$ cat config.mk
export PLATFORM = sky130hd
export DESIGN_NAME = pipo_load_arbiter
export DESIGN_NICKNAME = d
export VERILOG_FILES = /design/src/rtl/pipo_load_arbiter_pkg.sv /design/src/rtl/pipo_load_arbiter_reg.sv /design/src/rtl/pipo_load_arbiter.sv
export SDC_FILE = /design/constraint.sdc
export NUM_CORES = 1
export LEC_CHECK = 0
export CORE_ASPECT_RATIO = 2
export CORE_MARGIN = 2
export CORE_UTILIZATION = 25
export CTS_BUF_LIST = sky130_fd_sc_hd__clkbuf_2
export CTS_CLUSTER_SIZE = 8
export DETAILED_ROUTE_END_ITERATION = 8
export PLACE_DENSITY = 0.49
export SLEW_MARGIN = 5
export SYNTH_ARGS = -nofsm -noshare
export SYNTH_HDL_FRONTEND = slang
export SYNTH_HIERARCHICAL = 1
export SYNTH_SLANG_ARGS = --single-unit
$ cat constraint.sdc
create_clock -name clk -period 3.75 [get_ports clk]
set_input_delay 0.75 -clock clk [delete_from_list [all_inputs] [get_ports clk]]
set_output_delay 0.75 -clock clk [all_outputs]
set_load 0.1 [all_outputs]
$ cat src/rtl/pipo_load_arbiter_pkg.sv
`default_nettype none
// ============================================================================
//  Module   : pipo_load_arbiter_pkg
//  Purpose  : State encoding and default sizing shared by the load arbiter.
//  Revision : 1.0 - initial release
// ============================================================================
package pipo_load_arbiter_pkg;

    typedef enum logic [1:0] {
        IDLE = 2'd0,
        LOAD = 2'd1,
        HOLD = 2'd2
    } state_t;

    localparam int c_N_REQ_DEFAULT       = 4;
    localparam int c_WIDTH_DEFAULT       = 4;
    localparam int c_HOLD_CYCLES_DEFAULT = 2;

    // Hold counter width; a single-cycle hold still needs one bit.
    function automatic int cnt_width(input int hold_cycles);
        return (hold_cycles > 1) ? $clog2(hold_cycles) : 1;
    endfunction

endpackage
`default_nettype wire

$ cat src/rtl/pipo_load_arbiter_reg.sv
`default_nettype none
// ============================================================================
//  Module   : pipo_reg
//  Purpose  : Shared parallel-in/parallel-out register with load enable.
//  Revision : 1.0 - initial release
// ============================================================================
module pipo_reg #(
    parameter int WIDTH = 4
) (
    input  logic             clk,
    input  logic             rst,
    input  logic             enable,
    input  logic [WIDTH-1:0] pin,
    output logic [WIDTH-1:0] pout
);

    logic [WIDTH-1:0] r_data;

    always_ff @(posedge clk or negedge rst) begin
        if (!rst) begin
            r_data <= '0;
        end else if (enable) begin
            r_data <= pin;
        end
    end

    assign pout = r_data;

endmodule
`default_nettype wire

$ cat src/rtl/pipo_load_arbiter.sv
`default_nettype none
// ============================================================================
//  Module   : pipo_load_arbiter
//  Purpose  : Round-robin arbiter granting one requester at a time a load
//             into a shared PIPO register, followed by a fixed hold time.
//  Revision : 1.0 - initial release
// ============================================================================
module pipo_load_arbiter
    import pipo_load_arbiter_pkg::*;
#(
    parameter int N_REQ       = c_N_REQ_DEFAULT,
    parameter int WIDTH       = c_WIDTH_DEFAULT,
    parameter int HOLD_CYCLES = c_HOLD_CYCLES_DEFAULT
) (
    input  logic                     clk,
    input  logic                     rst,
    input  logic [N_REQ-1:0]         req,
    input  logic [N_REQ*WIDTH-1:0]   data,
    output logic [N_REQ-1:0]         grant,
    output logic [WIDTH-1:0]         pout,
    output logic [$clog2(N_REQ)-1:0] owner,
    output logic                     valid,
    output logic                     busy
);

    localparam int c_OWNER_W = $clog2(N_REQ);
    localparam int c_CNT_W   = cnt_width(HOLD_CYCLES);

    localparam logic [c_CNT_W-1:0]   c_CNT_LAST = c_CNT_W'(HOLD_CYCLES - 1);
    localparam logic [c_OWNER_W-1:0] c_IDX_LAST = c_OWNER_W'(N_REQ - 1);
    localparam logic [c_OWNER_W:0]   c_IDX_MOD  = (c_OWNER_W + 1)'(N_REQ);

    state_t                 r_state;
    state_t                 w_state_nxt;
    logic [c_OWNER_W-1:0]   r_ptr;
    logic [c_OWNER_W-1:0]   r_winner;
    logic [c_OWNER_W-1:0]   r_owner;
    logic [c_OWNER_W-1:0]   w_sel;
    logic [c_OWNER_W-1:0]   w_ptr_nxt;
    logic [c_CNT_W-1:0]     r_cnt;
    logic                   r_valid;
    logic                   w_any;
    logic                   w_load_en;
    logic [N_REQ-1:0]       w_grant;
    logic [WIDTH-1:0]       w_pin;

    assign w_any = |req;

    // Round-robin search: first set request at or after r_ptr, wrapping.
    always_comb begin
        logic                 found;
        logic [c_OWNER_W:0]   sum;
        logic [c_OWNER_W-1:0] idx;
        w_sel = r_ptr;
        found = 1'b0;
        sum   = '0;
        idx   = '0;
        for (int k = 0; k < N_REQ; k++) begin
            sum = {1'b0, r_ptr} + (c_OWNER_W + 1)'(k);
            if (sum >= c_IDX_MOD) begin
                sum = sum - c_IDX_MOD;
            end
            idx = sum[c_OWNER_W-1:0];
            if (!found && req[idx]) begin
                w_sel = idx;
                found = 1'b1;
            end
        end
    end

    assign w_ptr_nxt = (r_winner == c_IDX_LAST) ? '0 : r_winner + 1'b1;
    assign w_pin     = data[r_winner*WIDTH +: WIDTH];

    always_comb begin
        w_state_nxt = r_state;
        w_load_en   = 1'b0;
        w_grant     = '0;
        case (r_state)
            IDLE: begin
                if (w_any) begin
                    w_state_nxt = LOAD;
                end
            end
            LOAD: begin
                w_load_en   = 1'b1;
                w_grant     = {{(N_REQ-1){1'b0}}, 1'b1} << r_winner;
                w_state_nxt = HOLD;
            end
            HOLD: begin
                if (r_cnt == c_CNT_LAST) begin
                    w_state_nxt = IDLE;
                end
            end
            default: begin
                w_state_nxt = IDLE;
            end
        endcase
    end

    always_ff @(posedge clk or negedge rst) begin
        if (!rst) begin
            r_state  <= IDLE;
            r_ptr    <= '0;
            r_winner <= '0;
            r_owner  <= '0;
            r_cnt    <= '0;
            r_valid  <= 1'b0;
        end else begin
            r_state <= w_state_nxt;
            case (r_state)
                IDLE: begin
                    if (w_any) begin
                        r_winner <= w_sel;
                    end
                end
                LOAD: begin
                    r_owner <= r_winner;
                    r_valid <= 1'b1;
                    r_ptr   <= w_ptr_nxt;
                    r_cnt   <= '0;
                end
                HOLD: begin
                    // Counter parks at zero once the hold window closes.
                    if (r_cnt == c_CNT_LAST) begin
                        r_cnt <= '0;
                    end else begin
                        r_cnt <= r_cnt + 1'b1;
                    end
                end
                default: begin
                    r_cnt <= '0;
                end
            endcase
        end
    end

    pipo_reg #(
        .WIDTH (WIDTH)
    ) u_pipo_reg (
        .clk    (clk),
        .rst    (rst),
        .enable (w_load_en),
        .pin    (w_pin),
        .pout   (pout)
    );

    assign grant = w_grant;
    assign owner = r_owner;
    assign valid = r_valid;
    assign busy  = (r_state != IDLE);

endmodule
`default_nettype wire

**Yosys cells after proc, flatten, opt, wreduce, memory -nomap -nowiden**

Index checks and enable logic that the tools add are counted.

- Add/sub/neg operators: 9
- Order comparisons: 8
- Equality and inequality tests: 5
- Shift-type cells: 2
- Multiplexer cells: 27
- Reductions and logical operators: 11

Operator list:

| operator | count |
|---|---|
| 2-bit 2-to-1 mux | 11 |
| 16-bit by 5-bit indexed part select with 4-bit output | 1 |
| 2-bit by 3-bit less-than comparator with 1-bit output (second input constant) | 4 |
| 3-bit greater-or-equal comparator (second input constant) | 3 |
| 1-bit 2-to-1 mux | 9 |
| 1-bit binary-select mux with 2-bit select | 4 |
| 2-bit by 1-bit subtractor with 2-bit output (second input constant) | 4 |
| 2-bit by 2-bit adder with 3-bit output (second input constant) | 2 |
| 2-bit case mux with 3 select lines | 1 |
| 2-bit equality test (second input constant) | 2 |
| 4-bit 2-to-1 mux | 1 |
| 2-bit != test (second input constant) | 2 |
| 2-bit AND reduction | 2 |
| 4-bit OR reduction | 1 |
| 1-bit by 2-bit left shift with 4-bit output (first input constant) | 1 |
| 2-bit by 1-bit adder with 3-bit output (second input constant) | 1 |
| 2-bit by 3-bit greater-or-equal comparator with 1-bit output (second input constant) | 1 |
| 1-bit logical AND | 3 |
| 1-bit zero test | 3 |
| 2-bit by 1-bit adder with 2-bit output (second input constant) | 1 |
| 2-bit by 1-bit equality test with 1-bit output (second input constant) | 1 |
| 2-bit zero test | 1 |
| 1-bit case mux with 2 select lines | 1 |
| 2-bit nonzero test | 1 |
| 1-bit adder (second input constant) | 1 |

- Register bits after elaboration: 14
- Input bits: 22
- Output and inout bits: 12
- Logic and storage cells: 69

**Logic depth before layout (Yosys ltp)**

Gate-level depths: netlist of the first run.

- Word-level depth: 14
- Depth in mapped cells: 5

**Modules after synthesis**

The synthesis of the first run kept the hierarchy.

Modules (own cells, without submodules):

| module | instances | cells an instance | area an instance (µm²) | seq. area each (µm²) |
|---|---|---|---|---|
| pipo_load_arbiter | 1 | 60 | 626.9 | 250.2 |
| pipo_reg | 1 | 8 | 145.1 | 100.1 |

**Worst setup path before layout of the first run**

Ideal clock, no wire load.

- Path type: flip-flop to output port
- Start point: reg r_state[1]
- End point: out grant[0]
- Arrival: 1.604 ns
- Data required time: 3.000 ns
- Slack: 1.396 ns
- Cell stages (with the launch flop): 5
- Cells stage by stage: dfrtp_1 > nand2b_1 > buf_2 > inv_1 > and2_1

- Word-level cells in the longest chain between the ends: 2

Ends and longest elaborated chain:

| element | RTL line | RTL |
|---|---|---|
| from (decl) | pipo_load_arbiter.sv:33 | `state_t r_state;` |
| from (signal assigned) | pipo_load_arbiter.sv:109 | `r_state <= w_state_nxt;` |
| 2-bit by 1-bit equality test with 1-bit output | pipo_load_arbiter.sv:78 | `case (r_state)` |
| 4-bit 2-to-1 mux | pipo_load_arbiter.sv:78 |  |
| to (decl) | pipo_load_arbiter.sv:19 | `output logic [N_REQ-1:0] grant,` |

No other way between the ends.

**Worst setup path after layout of the first run**

- Start point: reg r_state[0]
- End point: out busy

- Word-level cells in the longest chain between the ends: 1

Ends and longest elaborated chain:

| element | RTL line | RTL |
|---|---|---|
| 2-bit nonzero test | pipo_load_arbiter.sv:150 | `assign busy = (r_state != IDLE);` |
| to (decl) | pipo_load_arbiter.sv:23 | `output logic busy` |

No other way between the ends.

==> impl_metrics.yaml, run 1 <==
clock_tree:
  cts.path.max_buffers: 2
  hold_buffers: 0
  clk_pin_slew_ns: 0.13
  clock_sinks: 14
  clk_latency_ns: 0.27
  h-tree-depth: 1
  cts_setup_buffers: 0
  cts_buffers: 3
  cts_tree: "yes"
  cts_resized: 0
  cts_root_buf: "clkbuf_2"
setup_path:
  worstPathArrival_ns: 1.97
  crit_path_end_kind: "primary output"
  max_stage_delay_ns: 1.13
  cpMaxStageDelayCell: "clkdlybuf4s50_1"
  cp.required_ns: 3.00
  crit_type: "flop to primary output"
  r2r_cells: 2
  crit_end: "busy"
  timing.rr.end: "u_pipo_reg/pout[0]"
  path_cells: "or2_4, clkdlybuf4s50_1"
  reg2reg_slack_ns: 2.20
  start_kind: "flop"
  path_max_fanout: 4
  critPathLaunch: "r_state[0]"
  regToRegStartpoint: "r_winner[0]"
die:
  core_area_mm2: 0.00294
  die_h_um: 82.6
  boundaryPins: 34
  die-area_mm2: 0.00358
  die_w_um: 43.3
  row_count: 28
  start_util_pct: 26.2
synthesis:
  syn_area_um2: 772
  synth_top_family_by_area: "multiplexers"
  yosys.area_share.simple_pct: 15.9
  synth_fa_ha_area_share_pct: 6.48
  synth_nets: 94
  syn-mean-instance-area_um2: 11.4
  synth_mux_area_share_pct: 17.5
  yosysWarnings: 6
  synth-compound-area-share_pct: 11.5
  synth_cell_types: 21
  yosys.area_share.xor_xnor_pct: 0
  syn_inst: 68
  synth_seq_cells: 14
  ys_seq_area_share_pct: 45.4
min_path:
  hold_path_class: "flop to flop"
routing:
  drt-total-wl_um: 1820
  ant_nets: 0
  vias: 627
  drt_first_pass_iters: 4
  wl_per_cell_um: 13.8
  drc: 0
  via_per_inst: 4.75
  drt_iter0_drc: 16
timing:
  tightest_slew_ns: 0.988
  finalCritPeriodShare_pct: 72.5
  max_slew_margin_pct: 33.9
  clock.fmax_ghz: 0.368
  setup_viol: 0
  slew_violations: 0
  rsz0062_at_grt: "false"
  hold_viol: 0
  skew_ns: 0.00200
  setup_ws_ns: 1.03
  min_period_ns: 2.72
  tns_ns: 0
outcome:
  status: "completed"
placed_design:
  place_hpwl_um: 1520
  pre_cts_ws_ns: 1.35
  globalplace.congestion: 0.622
  port_buffers: 33
layout:
  syn_to_final_growth_pct: 47.0
  fin_nets: 130
  final_common_cell: "clkdlybuf4s50_1"
  final_cell_mix: "clkdlybuf4s50_1 (29), dfrtp_1 (14), nand2_1 (7)"
  drive_gt1_share_pct: 16.7
  antenna_cells: 0
global_routing:
  grt_pass1_vias: 627
  grt_pass1_wl_um: 2950
  grt.overflow.total: 0
  grt_usage_pct: 11.7
  antenna_found_initial: 0
  grt_max_degree: 15
run:
  maxCapViolations: 0
[critical path: cells and delay by family (launching register included)]
family                 cells  cell delay [ns]
and+or+nand+nor            1             0.16
DFF                        1             0.41
buffers and inverters      1             1.13
[worst min-delay path by stage]
| stage | endpoint | cells past startpoint | start | slack (ns) |
|---|---|---|---|---|
| after floorplan | r_cnt | 1 | r_state[0] | 0.44 |
| after global placement | r_cnt | 1 | r_state[0] | 0.45 |
| after detailed placement | valid | 1 | valid | 0.46 |
| after CTS | valid | 1 | valid | 0.49 |
| after global routing | valid | 1 | valid | 0.50 |
| final | valid | 1 | valid | 0.48 |
[logic make-up (layout without fill, tap and decap cells)]
logic type	count (synthesis)	in the layout
buffers and inverters	6	40
adders and majority gates	4	4
AOI/OAI and AO/OA	13	13
DFF	14	14
muxes	8	8
and+or+nand+nor	23	23
[registers in the layout, indices dropped and copies added, names as in the netlist]
signal and count:
r_ptr 2, r_cnt 1, u_pipo_reg/pout 4, r_winner 2
valid 1, r_state 2, owner 2
[cell usage after synthesis, drive strengths merged]
| cell type | number | area [um^2] |
|---|---|---|
| o32ai | 1 | 8.76 |
| o31ai | 1 | 7.51 |
| and2 | 4 | 25.0 |
| nor3 | 1 | 5.00 |
| nor2 | 2 | 7.51 |
| a21oi | 5 | 36.3 |
| mux2 | 4 | 45.0 |
| nor2b | 3 | 18.8 |
| inv | 4 | 15.0 |
| o21ai | 4 | 20.0 |
| dfrtp | 14 | 350 |
| o21a | 1 | 7.51 |
| ha | 4 | 50.1 |
| o311ai | 1 | 8.76 |
| nand2 | 7 | 26.3 |
| nand2b | 4 | 25.0 |
| or2 | 2 | 15.0 |
| buf | 2 | 10.0 |
| mux4 | 4 | 90.1 |
[metrics by stage]
stage               hold slack [ns]  utilization, %  std cells  cell area (um^2)
finish                        0.479            38.6        132              1130
global route                  0.498            38.6        132              1130
CTS                           0.489            38.6        132              1130
detailed placement            0.457            38.1        129              1120
global placement              0.450            38.1        129              1120
floorplan                     0.439               -         68               772
[routing by layer]
layer,vias up,global-route usage [%],routed length [um]
li1,304,-,-
met1,299,11.4,673
met2,22,21.3,1010
met3,2,0.870,87
met4,0,10.0,47
met5,-,0,0
[cell type report]
cell class,instances,area [um^2]
Clock buffer,3,15.0
Fill cell,312,1810
Inverter,4,15.0
Multi-Input combinational cell,48,397
Sequential cell,14,350
Tap cell,30,37.5
Timing Repair Buffer,33,320
Power of run 1 is left out: the tool's default activity adds up to more than one toggle a clock period on the data nets, which glitch-free logic cannot reach.
==> run 2: changes to the inputs <==
PLACE_DENSITY = 0.51   (was 0.49)
clock period = 2.4 ns   (was 3.75 ns; I/O delays follow)
==> impl_metrics.yaml, run 2 (synthesis gave the netlist of run 1 again) <==
outcome:
  status: "completed"
routing:
  vias: 636
  drc: 0
  drt-total-wl_um: 1740
  via_per_inst: 4.75
  drt_iter0_drc: 8
  wl_per_cell_um: 13.0
  drt_first_pass_iters: 4
  ant_nets: 0
die:
  core_area_mm2: 0.00294
  start_util_pct: 26.2
  die_w_um: 43.3
  die_h_um: 82.6
  die-area_mm2: 0.00358
  boundaryPins: 34
  row_count: 28
timing:
  max_slew_margin_pct: 55.7
  rsz0062_at_grt: "false"
  setup_viol: 0
  whs_ns: 0.486
  hold_viol: 0
  skew_ns: 0.000635
  clock.fmax_ghz: 0.487
  finalCritPeriodShare_pct: 85.5
  tightest_slew_ns: 0.662
  slew_violations: 0
  tns_ns: 0
  min_period_ns: 2.05
global_routing:
  grt_usage_pct: 11.0
  grt_pass1_wl_um: 2820
  grt_max_degree: 15
  antenna_found_initial: 0
  grt_pass1_vias: 657
  grt.overflow.total: 0
setup_path:
  start_kind: "flop"
  cpMaxStageDelayCell: "dfrtp_1"
  path_cells: "inv_1, ha_1, and2_1, buf_12"
  worstPathArrival_ns: 1.57
  cp_top_family: "flip-flops"
  critPathBufInv: 2
  cp.required_ns: 1.92
  max_stage_delay_ns: 0.60
  crit_type: "flop to primary output"
  crit_path_end_kind: "primary output"
  path_max_fanout: 8
layout:
  multiInputGateArea_um2: 397
  drive_gt1_share_pct: 25.0
  largest_register_ffs: 4
  fillers: 311
  antenna_cells: 0
  final_cell_mix: "clkdlybuf4s50_1 (21), dfrtp_1 (14), buf_4 (9)"
  syn_to_final_growth_pct: 52.4
  seqCellArea_um2: 350
  final_common_cell: "clkdlybuf4s50_1"
  fin_nets: 131
  final-instance-count-excl-fill: 134
clock_tree:
  cts_resized: 0
  hold_buffers: 0
  clk_pin_slew_ns: 0.13
  clock_sinks: 14
  cts_buffers: 3
  cts_setup_buffers: 0
  h-tree-depth: 1
  cts.path.max_buffers: 2
  cts_tree: "yes"
  clk_latency_ns: 0.27
  cts_root_buf: "clkbuf_2"
placed_design:
  port_buffers: 33
  placed_cells: 130
  globalplace.congestion: 0.700
  place_hpwl_um: 1470
run:
  maxCapViolations: 0
min_path:
  hold_path_class: "flop to flop"
-- run 2: area by class of cell --
cell class | count | area share, %
clock inverter | 1 | 0.319
multi-input combinational | 48 | 33.7
sequential | 14 | 29.8
clock buffer | 3 | 1.28
tap | 30 | 3.19
inverter | 4 | 1.28
timing repair buffer | 34 | 30.4
-- run 2: routing by layer --
metal	vias to the layer above	wire length, um	track usage (%)
met2	15	1070	21.6
met4	0	23	7.27
met5	-	0	0
met1	308	585	10.0
met3	2	65	1.30
li1	311	-	-
-- run 2: through the flow --
stage	worst slack, ns	instance area [um^2]	utilization, %
2_1_floorplan	0.316	772	-
3_3_place_gp	0.666	1160	39.3
3_5_place_dp	0.623	1160	39.3
4_1_cts	0.276	1180	40.0
5_1_grt	0.154	1180	40.0
6_report	0.348	1180	40.0
-- run 2: path summary, 6_finish.rpt --
| path | cells past startpoint | end | slack [ns] | start |
|---|---|---|---|---|
| max in group asynchronous | 1 | owner[0] | 1.38 | rst |
| worst min-delay path | 1 | valid | 0.49 | valid |
| worst max register to register | 2 | u_pipo_reg/pout[2] | 0.88 | r_winner[0] |
| worst min register to register | 1 | valid | 0.49 | valid |
| worst max-delay path | 4 | grant[2] | 0.35 | r_winner[0] |
| min in group asynchronous | 1 | u_pipo_reg/pout[0] | 0.60 | rst |
-- run 2: worst register-to-register path, cell delays in order, from the launching register on --
cell,delay (ns)
dfrtp_1,0.60
mux4_2,0.56
mux2_2,0.27
Power of run 2 is left out for the same reason.
